==> src/rtl/cache_mem_arbiter.sv <==
// ---------------------------------------------------------------------------
// cache_mem_arbiter
//   Shares a single memory-bridge port between the icache (reads only) and
//   the dcache (reads and writes).
//   - Read path: one outstanding read burst at a time. The winner of the
//     icache/dcache arbitration has its request latched and forwarded to the
//     bridge. Return beats are steered to the owner with no added latency.
//   - Write path: one dcache write (a full line or a single word) is buffered
//     and then sent to the bridge as 32-bit beats. The read and write paths
//     run concurrently.
//   - A dcache read whose line is still in the write buffer is held off
//     (read-after-write hazard). The icache may be granted in the meantime.
//
// Ports
//   clk, resetn                         clock, asynchronous active-low reset
//   ic_rd_* / ic_ret_*                  icache read request and return beats
//   dc_rd_* / dc_ret_*                  dcache read request and return beats
//   dc_wr_*                             dcache write request (line or word)
//   mem_rd_* / mem_ret_*                read request to and return from bridge
//   mem_wr_*                            write beats to bridge, burst response
//
// Parameters
//   RR_EN       1: round-robin on read ties; 0: dcache always wins a tie
//   LINE_WORDS  32-bit words per cache line (128-bit line => 4)
// ---------------------------------------------------------------------------
module cache_mem_arbiter #(
    parameter bit RR_EN      = 1'b1,
    parameter int LINE_WORDS = 4
) (
    input  logic         clk,
    input  logic         resetn,

    input  logic         ic_rd_req,
    input  logic [2:0]   ic_rd_type,
    input  logic [31:0]  ic_rd_addr,
    output logic         ic_rd_rdy,
    output logic         ic_ret_valid,
    output logic [1:0]   ic_ret_last,
    output logic [31:0]  ic_ret_data,

    input  logic         dc_rd_req,
    input  logic [2:0]   dc_rd_type,
    input  logic [31:0]  dc_rd_addr,
    output logic         dc_rd_rdy,
    output logic         dc_ret_valid,
    output logic [1:0]   dc_ret_last,
    output logic [31:0]  dc_ret_data,

    input  logic         dc_wr_req,
    input  logic [2:0]   dc_wr_type,
    input  logic [31:0]  dc_wr_addr,
    input  logic [3:0]   dc_wr_wstrb,
    input  logic [127:0] dc_wr_data,
    output logic         dc_wr_rdy,

    output logic         mem_rd_req,
    output logic [2:0]   mem_rd_type,
    output logic [31:0]  mem_rd_addr,
    input  logic         mem_rd_rdy,
    input  logic         mem_ret_valid,
    input  logic         mem_ret_last,
    input  logic [31:0]  mem_ret_data,

    output logic         mem_wr_valid,
    output logic [31:0]  mem_wr_addr,
    output logic [31:0]  mem_wr_data,
    output logic [3:0]   mem_wr_strb,
    output logic         mem_wr_last,
    input  logic         mem_wr_ready,
    input  logic         mem_wr_done
);

    localparam int         CW        = (LINE_WORDS > 1) ? $clog2(LINE_WORDS) : 1;
    localparam logic [2:0] TYPE_LINE = 3'b100;

    typedef enum logic [1:0] {
        R_IDLE = 2'd0,
        R_REQ  = 2'd1,
        R_RET  = 2'd2
    } rd_state_t;

    typedef enum logic [1:0] {
        W_IDLE = 2'd0,
        W_DATA = 2'd1,
        W_RESP = 2'd2
    } wr_state_t;

    // ---------------------------------------------------------------- state
    rd_state_t rd_state_reg, rd_state_next;
    wr_state_t wr_state_reg, wr_state_next;

    logic        rd_owner_reg;      // 1: current burst belongs to dcache
    logic        last_grant_reg;    // 1: dcache was granted most recently
    logic [31:0] rd_addr_reg;
    logic [2:0]  rd_type_reg;

    logic [31:0]               wbuf_addr_reg;
    logic [32*LINE_WORDS-1:0]  wbuf_data_reg;
    logic [3:0]                wbuf_strb_reg;
    logic [CW-1:0]             wbuf_last_idx_reg;
    logic [CW-1:0]             beat_cnt_reg;

    // ------------------------------------------------------- arbitration
    logic grant_ic, grant_dc;
    logic dc_hazard, dc_eligible;

    // A dcache read must not overtake a buffered write to the same line:
    // check both the line already in the buffer and one being accepted now.
    assign dc_hazard =
        ((wr_state_reg != W_IDLE) && (dc_rd_addr[31:4] == wbuf_addr_reg[31:4])) ||
        ((wr_state_reg == W_IDLE) && dc_wr_req && (dc_rd_addr[31:4] == dc_wr_addr[31:4]));
    assign dc_eligible = dc_rd_req && !dc_hazard;

    // -------------------------------------------------- read FSM (comb)
    always_comb begin
        rd_state_next = rd_state_reg;
        grant_ic      = 1'b0;
        grant_dc      = 1'b0;
        mem_rd_req    = 1'b0;
        case (rd_state_reg)
            R_IDLE: begin
                // Grants are combinational handshakes; suppress them while
                // reset is asserted so no request appears accepted.
                if (resetn) begin
                    if (ic_rd_req && dc_eligible) begin
                        if (RR_EN && last_grant_reg) grant_ic = 1'b1;
                        else                         grant_dc = 1'b1;
                    end else if (dc_eligible) begin
                        grant_dc = 1'b1;
                    end else if (ic_rd_req) begin
                        grant_ic = 1'b1;
                    end
                    if (grant_ic || grant_dc) rd_state_next = R_REQ;
                end
            end
            R_REQ: begin
                mem_rd_req = 1'b1;
                if (mem_rd_rdy) rd_state_next = R_RET;
            end
            R_RET: begin
                if (mem_ret_valid && mem_ret_last) rd_state_next = R_IDLE;
            end
            default: rd_state_next = R_IDLE;
        endcase
    end

    assign ic_rd_rdy   = grant_ic;
    assign dc_rd_rdy   = grant_dc;
    assign mem_rd_addr = rd_addr_reg;
    assign mem_rd_type = rd_type_reg;

    // Return beats are only meaningful while a burst is outstanding; stray
    // beats in any other state are dropped here.
    logic ret_fwd;
    assign ret_fwd      = (rd_state_reg == R_RET) && mem_ret_valid;
    assign ic_ret_valid = ret_fwd && !rd_owner_reg;
    assign dc_ret_valid = ret_fwd &&  rd_owner_reg;
    assign ic_ret_last  = {1'b0, ic_ret_valid && mem_ret_last};
    assign dc_ret_last  = {1'b0, dc_ret_valid && mem_ret_last};
    assign ic_ret_data  = mem_ret_data;
    assign dc_ret_data  = mem_ret_data;

    // ------------------------------------------------- write FSM (comb)
    always_comb begin
        wr_state_next = wr_state_reg;
        dc_wr_rdy     = 1'b0;
        mem_wr_valid  = 1'b0;
        case (wr_state_reg)
            W_IDLE: begin
                dc_wr_rdy = 1'b1;
                if (dc_wr_req) wr_state_next = W_DATA;
            end
            W_DATA: begin
                mem_wr_valid = 1'b1;
                if (mem_wr_ready && mem_wr_last) wr_state_next = W_RESP;
            end
            W_RESP: begin
                if (mem_wr_done) wr_state_next = W_IDLE;
            end
            default: wr_state_next = W_IDLE;
        endcase
    end

    // Split the buffered line into beat-sized words for the output mux.
    logic [31:0] wbuf_word [LINE_WORDS];
    generate
        for (genvar gi = 0; gi < LINE_WORDS; gi++) begin : g_wbuf_word
            assign wbuf_word[gi] = wbuf_data_reg[32*gi +: 32];
        end
    endgenerate

    assign mem_wr_addr = wbuf_addr_reg;
    assign mem_wr_data = wbuf_word[beat_cnt_reg];
    assign mem_wr_strb = wbuf_strb_reg;
    assign mem_wr_last = (wr_state_reg == W_DATA) && (beat_cnt_reg == wbuf_last_idx_reg);

    // ------------------------------------------------ state registers
    always_ff @(posedge clk or negedge resetn) begin
        if (!resetn) begin
            rd_state_reg <= R_IDLE;
            wr_state_reg <= W_IDLE;
        end else begin
            rd_state_reg <= rd_state_next;
            wr_state_reg <= wr_state_next;
        end
    end

    // ------------------------------------------------ read datapath
    always_ff @(posedge clk or negedge resetn) begin
        if (!resetn) begin
            rd_owner_reg   <= 1'b0;
            last_grant_reg <= 1'b0;
            rd_addr_reg    <= '0;
            rd_type_reg    <= '0;
        end else if (grant_ic || grant_dc) begin
            rd_owner_reg   <= grant_dc;
            last_grant_reg <= grant_dc;
            rd_addr_reg    <= grant_dc ? dc_rd_addr : ic_rd_addr;
            rd_type_reg    <= grant_dc ? dc_rd_type : ic_rd_type;
        end
    end

    // ------------------------------------------------ write datapath
    always_ff @(posedge clk or negedge resetn) begin
        if (!resetn) begin
            wbuf_addr_reg     <= '0;
            wbuf_data_reg     <= '0;
            wbuf_strb_reg     <= '0;
            wbuf_last_idx_reg <= '0;
            beat_cnt_reg      <= '0;
        end else if ((wr_state_reg == W_IDLE) && dc_wr_req) begin
            wbuf_addr_reg <= dc_wr_addr;
            wbuf_data_reg <= dc_wr_data;
            beat_cnt_reg  <= '0;
            // Anything other than a line write is sent as a single word.
            if (dc_wr_type == TYPE_LINE) begin
                wbuf_strb_reg     <= 4'hf;
                wbuf_last_idx_reg <= CW'(LINE_WORDS - 1);
            end else begin
                wbuf_strb_reg     <= dc_wr_wstrb;
                wbuf_last_idx_reg <= '0;
            end
        end else if ((wr_state_reg == W_DATA) && mem_wr_ready) begin
            beat_cnt_reg <= beat_cnt_reg + 1'b1;
        end
    end

endmodule

==> config.mk <==
export PLATFORM = sky130hd
export DESIGN_NAME = cache_mem_arbiter
export DESIGN_NICKNAME = d
export VERILOG_FILES = /design/src/rtl/cache_mem_arbiter.sv
export SDC_FILE = /design/constraint.sdc
export NUM_CORES = 1
export LEC_CHECK = 0
export BUFFER_PORTS_ARGS = -buffer_cell sky130_fd_sc_hd__buf_2
export CAP_MARGIN = 40
export CORE_AREA = 2 2 180 182
export CTS_BUF_LIST = sky130_fd_sc_hd__clkbuf_4
export CTS_CLUSTER_SIZE = 30
export DETAILED_ROUTE_END_ITERATION = 10
export DIE_AREA = 0 0 182 184
export PLACE_DENSITY_LB_ADDON = 0.25
export SLEW_MARGIN = 20
export SYNTH_ARGS = -nofsm -noshare
export SYNTH_HDL_FRONTEND = slang
export SYNTH_SLANG_ARGS = --single-unit
==> constraint.sdc <==
create_clock -name clk -period 2.7 [get_ports clk]
set_clock_uncertainty 0.1 [all_clocks]
set_input_delay 0.54 -clock clk [delete_from_list [all_inputs] [get_ports clk]]
set_output_delay 0.54 -clock clk [all_outputs]
set_load 0.05 [all_outputs]
# --- Word-level counts from Yosys, hierarchy flattened ---
# Index checks and enable logic that the tools add are counted.
totals:
  regBits: 208
  input_bits: 279
  output_inout_bits: 179
  word_cells: 89
classes:
  addsub: 1
  n_lt_le_gt_ge: 1
  eq_ne: 15
  muxes: 36
  bitwise: 1
  reduce_logical: 25
ops:
  columns: ["op", "n"]
  rows:
  - ["$mux 32", 3]
  - ["$bmux 32 s2", 1]
  - ["$eq 28x28->1", 2]
  - ["$mux 2", 10]
  - ["$mux 1", 18]
  - ["$logic_and 1x1->1", 14]
  - ["$ne 2x2->1 const B", 7]
  - ["$pmux 2 s3", 2]
  - ["$eq 2x1->1 const B", 2]
  - ["$eq 2x2->1 const B", 2]
  - ["$logic_not 2->1", 2]
  - ["$mux 4", 1]
  - ["$reduce_and 4->1", 1]
  - ["$reduce_bool 2->1", 2]
  - ["$eq 3x3->1 const B", 1]
  - ["$ge 3x3->1 const B", 1]
  - ["$logic_or 1x1->1", 3]
  - ["$mux 3", 1]
  - ["$not 2->3", 1]
  - ["$reduce_and 3->1", 1]
  - ["$add 2x1->2 const B", 1]
  - ["$eq 2x2->1", 1]
  - ["$logic_not 1->1", 2]

# --- Logic depth before layout (Yosys ltp) ---
depth:
  ltp_word: 14
  mapped_depth: 9
  ltp_nobuf: 7

# --- Worst setup path before layout ---
# Ideal clock, no wire load.
synth_path:
  kind: "reg-to-output"
  startpoint: "register wr_state_reg[0]"
  endpoint: "output port ic_rd_rdy"
  arrival_ns: 2.463
  required_ns: 2.060
  slack_ns: -0.403
  stages_incl_launch_ff: 10
  path_buffers: 2
  cell_sequence: "dfrtp_1 nor2_1 nor2_1 nand4_1 o22a_1 a21oi_1 nor2b_1 buf_6 buf_6 and2_1"
synth_between:
  elab_chain_len: 12
  elab_cells_between_ends: 15
  cone_classes: "6 x mux; 9 x reduce/logical"
synth_lines:
  columns: ["item", "line", "source"]
  rows:
  - ["from (decl)", "90", "wr_state_t wr_state_reg, wr_state_next;"]
  - ["from (signal assigned)", "204", "wr_state_reg <= wr_state_next;"]
  - ["$logic_not 2->1", "111", "((wr_state_reg == W_IDLE) && dc_wr_req && (dc_rd_addr[31:4] == dc_wr_addr[31:4]));"]
  - ["$logic_and 1x1->1 (2 in series)", "111", null]
  - ["$logic_or 1x1->1 (*)", "110", "((wr_state_reg != W_IDLE) && (dc_rd_addr[31:4] == wbuf_addr_reg[31:4])) ||"]
  - ["$logic_not 1->1 (*)", "112", "assign dc_eligible = dc_rd_req && !dc_hazard;"]
  - ["$logic_and 1x1->1 (*)", "112", null]
  - ["$mux 1 / $logic_and 1x1->1 (equally long branches)", "128, 125", null]
  - ["$mux 1 (*)", "125", "if (ic_rd_req && dc_eligible) begin"]
  - ["$mux 1 (*)", "124", "if (resetn) begin"]
  - ["$mux 1 (*)", "120", "case (rd_state_reg)"]
  - ["$mux 1 (*)", "124", null]
  - ["$mux 1 (*)", "120", null]
  - ["to (decl)", "36", "output logic ic_rd_rdy,"]
# Every way passes the cells marked *; elsewhere a longest branch is shown, timed or not. The select of a mux whose other input is x is not followed.

# --- Worst setup path in the final report ---
layout_path:
  startpoint: "register wbuf_addr_reg[30], in the netlist mem_wr_addr[30]"
  endpoint: "output port ic_rd_rdy"
layout_between:
  elab_chain_len: 11
  elab_cells_between_ends: 12
  cone_classes: "1 x eq/ne; 6 x mux; 5 x reduce/logical"
layout_lines:
  columns: ["item", "line", "source"]
  rows:
  - ["from (decl)", "97", "logic [31:0] wbuf_addr_reg;"]
  - ["from (signal assigned)", "232", "wbuf_addr_reg <= dc_wr_addr;"]
  - ["$eq 28x28->1 (*)", "110", null]
  - ["$logic_and 1x1->1 (*)", "110", null]
  - ["$logic_or 1x1->1 (*)", "110", null]
  - ["$logic_not 1->1 (*)", "112", null]
  - ["$logic_and 1x1->1 (*)", "112", null]
  - ["$mux 1 / $logic_and 1x1->1 (equally long branches)", "128, 125", null]
  - ["$mux 1 (*)", "125", null]
  - ["$mux 1 (*)", "124", null]
  - ["$mux 1 (*)", "120", null]
  - ["$mux 1 (*)", "124", null]
  - ["$mux 1 (*)", "120", null]
# Marked as above.

==> results.cfg <==
[status]
status = finished with violations
violations = setup timing

[setup_path]
crit_path_top_delay_cell = dfrtp_2
cp.arrival_ps = 2650
crit_buf_inv = 1
cp-end-kind = output port
critPathTopFamily = simple AND/OR/NAND/NOR gates
path_class = flop to output port
cp_cell_sequence = xor2_1 -> nor4_1 -> nand4_1 -> o22a_1 -> a21oi_2 -> nor2b_4 -> and2_4 -> buf_8
required_ps = 2060
cp_max_fo = 2
critPathLaunchType = flop
max_stage_delay_ps = 410

[cells_and_area]
regArea_mm2 = 0.00520
final_layout_size_suffix_gt1_share_pct = 36.4
multiInputGateArea_mm2 = 0.00406
largest_register_ffs = 128
instances_no_fill = 2075
areaGrowthSynthToFinish_pct = 50.7
utilization_pct = 48.2
nFillCells = 2978
final_nets = 1903
design_area_mm2 = 0.0151

[yosys]
yosys_warnings = 0
async_reset_ff_share_pct = 100
yosys.area.top_type = dfrtp_1
synth_edf_count = 0
netlist_instances = 1077
synth_cell_types = 29
yosysSeqAreaShare_pct = 51.6
ys_seq_elements = 207
synth_area_leaders = dfrtp_1 52%, nand2_1 19%, mux4_2 7.2%, xor2_1 5.0%, buf_4 4.9%
syn_area_mm2 = 0.0100
ys.flop_type = dfrtp_1
netlist.area_leader.share_pct = 51.6
syn_avg_cell_area_um2 = 9.32

[timing]
rsz0062_at_grt = true
hold_viol = 0
final-setup-viol-count = 18
period_share_pct = 122
layout_min_cycle_time_ps = 3290
max_clock_freq_mhz = 304
fin_ws_ps = -592
maxSlewViolCount = 0
tightest_slew_ps = 731
slew_headroom_pct = 51.2

[grt]
top_usage_layer = met2
grt_pass1_wl_um = 53600
met2_usage_pct = 34.9
gr-usage-met1_pct = 24.4
grt_pass1_vias = 9824
antenna_found_initial = 5
overflow = 0
grt_max_degree = 129
met3_usage_pct = 5.76
gr-usage-all-layers_pct = 20.5

[power_and_ir_drop]
pwr-share-clk_pct = 15.5
swShare_pct = 47.6
power_density_mw_per_mm2 = 1230
switching_power_w = 0.00889
intPower_w = 0.00978
ir_worst_vdd_mv = 0.707
seqPwrFrac_pct = 29.4
combPwrFrac_pct = 55.0
power.leakage_nw = 7.95
power_w = 0.0187

[cts]
clockBufferDepth = 3
htreeDepth = 2
clock-sinks = 207
path_clk_slew_ps = 70
cts_made_buffers = 59
cts_root_buf = clkbuf_4
clkLatencyLatePin_ps = 680
cts_tree = yes

[place]
gp_congestion = 0.886
dp_slack_ps = -422
placed_area_mm2 = 0.0124
portBuffers = 359
dpl.cell_count = 1802
hpwl_um = 23900

[floorplan]
die-width_um = 182
die_y_um = 184
core-area_mm2 = 0.0314
die_area_mm2 = 0.0335
pin_count = 458
initial_core_util_pct = 32.0
rows = 65

[drt]
vias = 9409
final_antenna_net_count = 0
drc = 0
dr.pass1.iters = 5
detail_route.wirelength_um = 34500
vias_per_cell = 4.53
wl_per_cell_um = 16.6
drt-initial-drc-count = 489

[job]
maxCapViolCount = 0

[min_path]
min_path_type = input pin to flop
==> Yosys cell counts (3+ instances only) <==
master    number
nand4_1        4
xor2_1        57
buf_1          5
nor4_1        12
nand3_1        4
buf_6          3
inv_1         37
buf_2          6
clkbuf_1      41
nand2_1      495
buf_4         66
mux4_2        32
o21ai_0        4
nor3_1         4
o22a_1         5
o22ai_1       37
nor2_1         9
mux2i_1       35
dfrtp_1      207
and2_1         3
nor2b_1        3
==> final timing paths <==
| kind | start | end | slack, ps | cells past startpoint |
|---|---|---|---|---|
| max | mem_wr_addr[30]$_DFFE_PN0P_ | ic_rd_rdy | -590 | 8 |
| min | ic_rd_addr[10] | mem_rd_addr[10]$_DFFE_PN0P_ | 50 | 3 |
| max reg2reg | mem_wr_addr[30]$_DFFE_PN0P_ | mem_rd_addr[2]$_DFFE_PN0P_ | 20 | 10 |
| min reg2reg | wbuf_data_reg[65]$_DFFE_PN0P_ | wbuf_data_reg[65]$_DFFE_PN0P_ | 370 | 2 |
| max in group asynchronous | resetn | beat_cnt_reg[0]$_DFFE_PN0P_ | 900 | 4 |
| min in group asynchronous | resetn | mem_wr_addr[27]$_DFFE_PN0P_ | 610 | 3 |
==> stage by stage <==
stage                     setup TNS (ps)  hold slack [ps]
final                              -1280             53.9
after global routing               -5790             3.07
after CTS                          -3670             1.44
after detailed placement           -6970              357
after global placement            -18840              352
after floorplan                     -103              144
==> power by group through the flow <==
stage | clock [W] | combinational (W) | sequential [W]
final | 0.00290 | 0.0103 | 0.00550
after detailed placement | 0 | 0.00925 | 0.00557
after global placement | 0 | 0.00911 | 0.00554
after CTS | 0.00300 | 0.0103 | 0.00549
after global routing | 0.00320 | 0.0110 | 0.00569
after floorplan | 0 | 0.00503 | 0.00718
==> tightest hold or removal path, cell delays in order <==
cell and delay [ps]:
buf_2 80, o22ai_1 50, mux2i_1 120
==> cell type report <==
class | count | share of cell area [%]
inverters | 37 | 0.918
repair buffers | 606 | 29.5
well taps | 402 | 3.33
multi-input cells | 713 | 26.9
clock buffers | 89 | 4.42
diodes | 2 | 0.0331
clock inverters | 19 | 0.529
flip-flops and latches | 207 | 34.4
==> cell families after synthesis <==
logic type | Yosys count | share of synthesized area [%]
xor gates and xnor gates | 57 | 4.97
DFF | 207 | 51.6
muxes | 67 | 10.7
AOI/OAI and AO/OA | 49 | 3.14
other | 1 | 0.0374
buffers and inverters | 158 | 8.68
and+or+nand+nor | 538 | 20.9
==> metal layers <==
| metal | vias up | part of all wire, % |
|---|---|---|
| met4 | 4 | 3.5 |
| met5 | - | 0.078 |
| met3 | 85 | 7.6 |
| met2 | 412 | 49 |
| li1 | 4515 | - |
| met1 | 4393 | 40 |
==> layout by cell type (no fill, tap or decap), drive strengths merged, types with 5 or more instances in the layout <==
cell type,Yosys,routed
nand2,495,495
buf,80,455
dfrtp,207,207
dlygate4sd3,0,151
clkbuf,41,89
xor2,57,57
inv,37,38
o22ai,37,37
mux2i,35,35
mux4,32,32
clkinv,0,16
nor4,12,12
nor2,9,9
o22a,5,5
==> repair_timing <==
item	CTS	global route
hold buffers	151	0
hold endpoints to repair	315	0
buffers inserted	10	2
pin swaps	10	1
gates resized for setup	91	9
endpoints found under the setup margin	35	41
gates cloned	1	0
(Power assumes the default switching activity.)
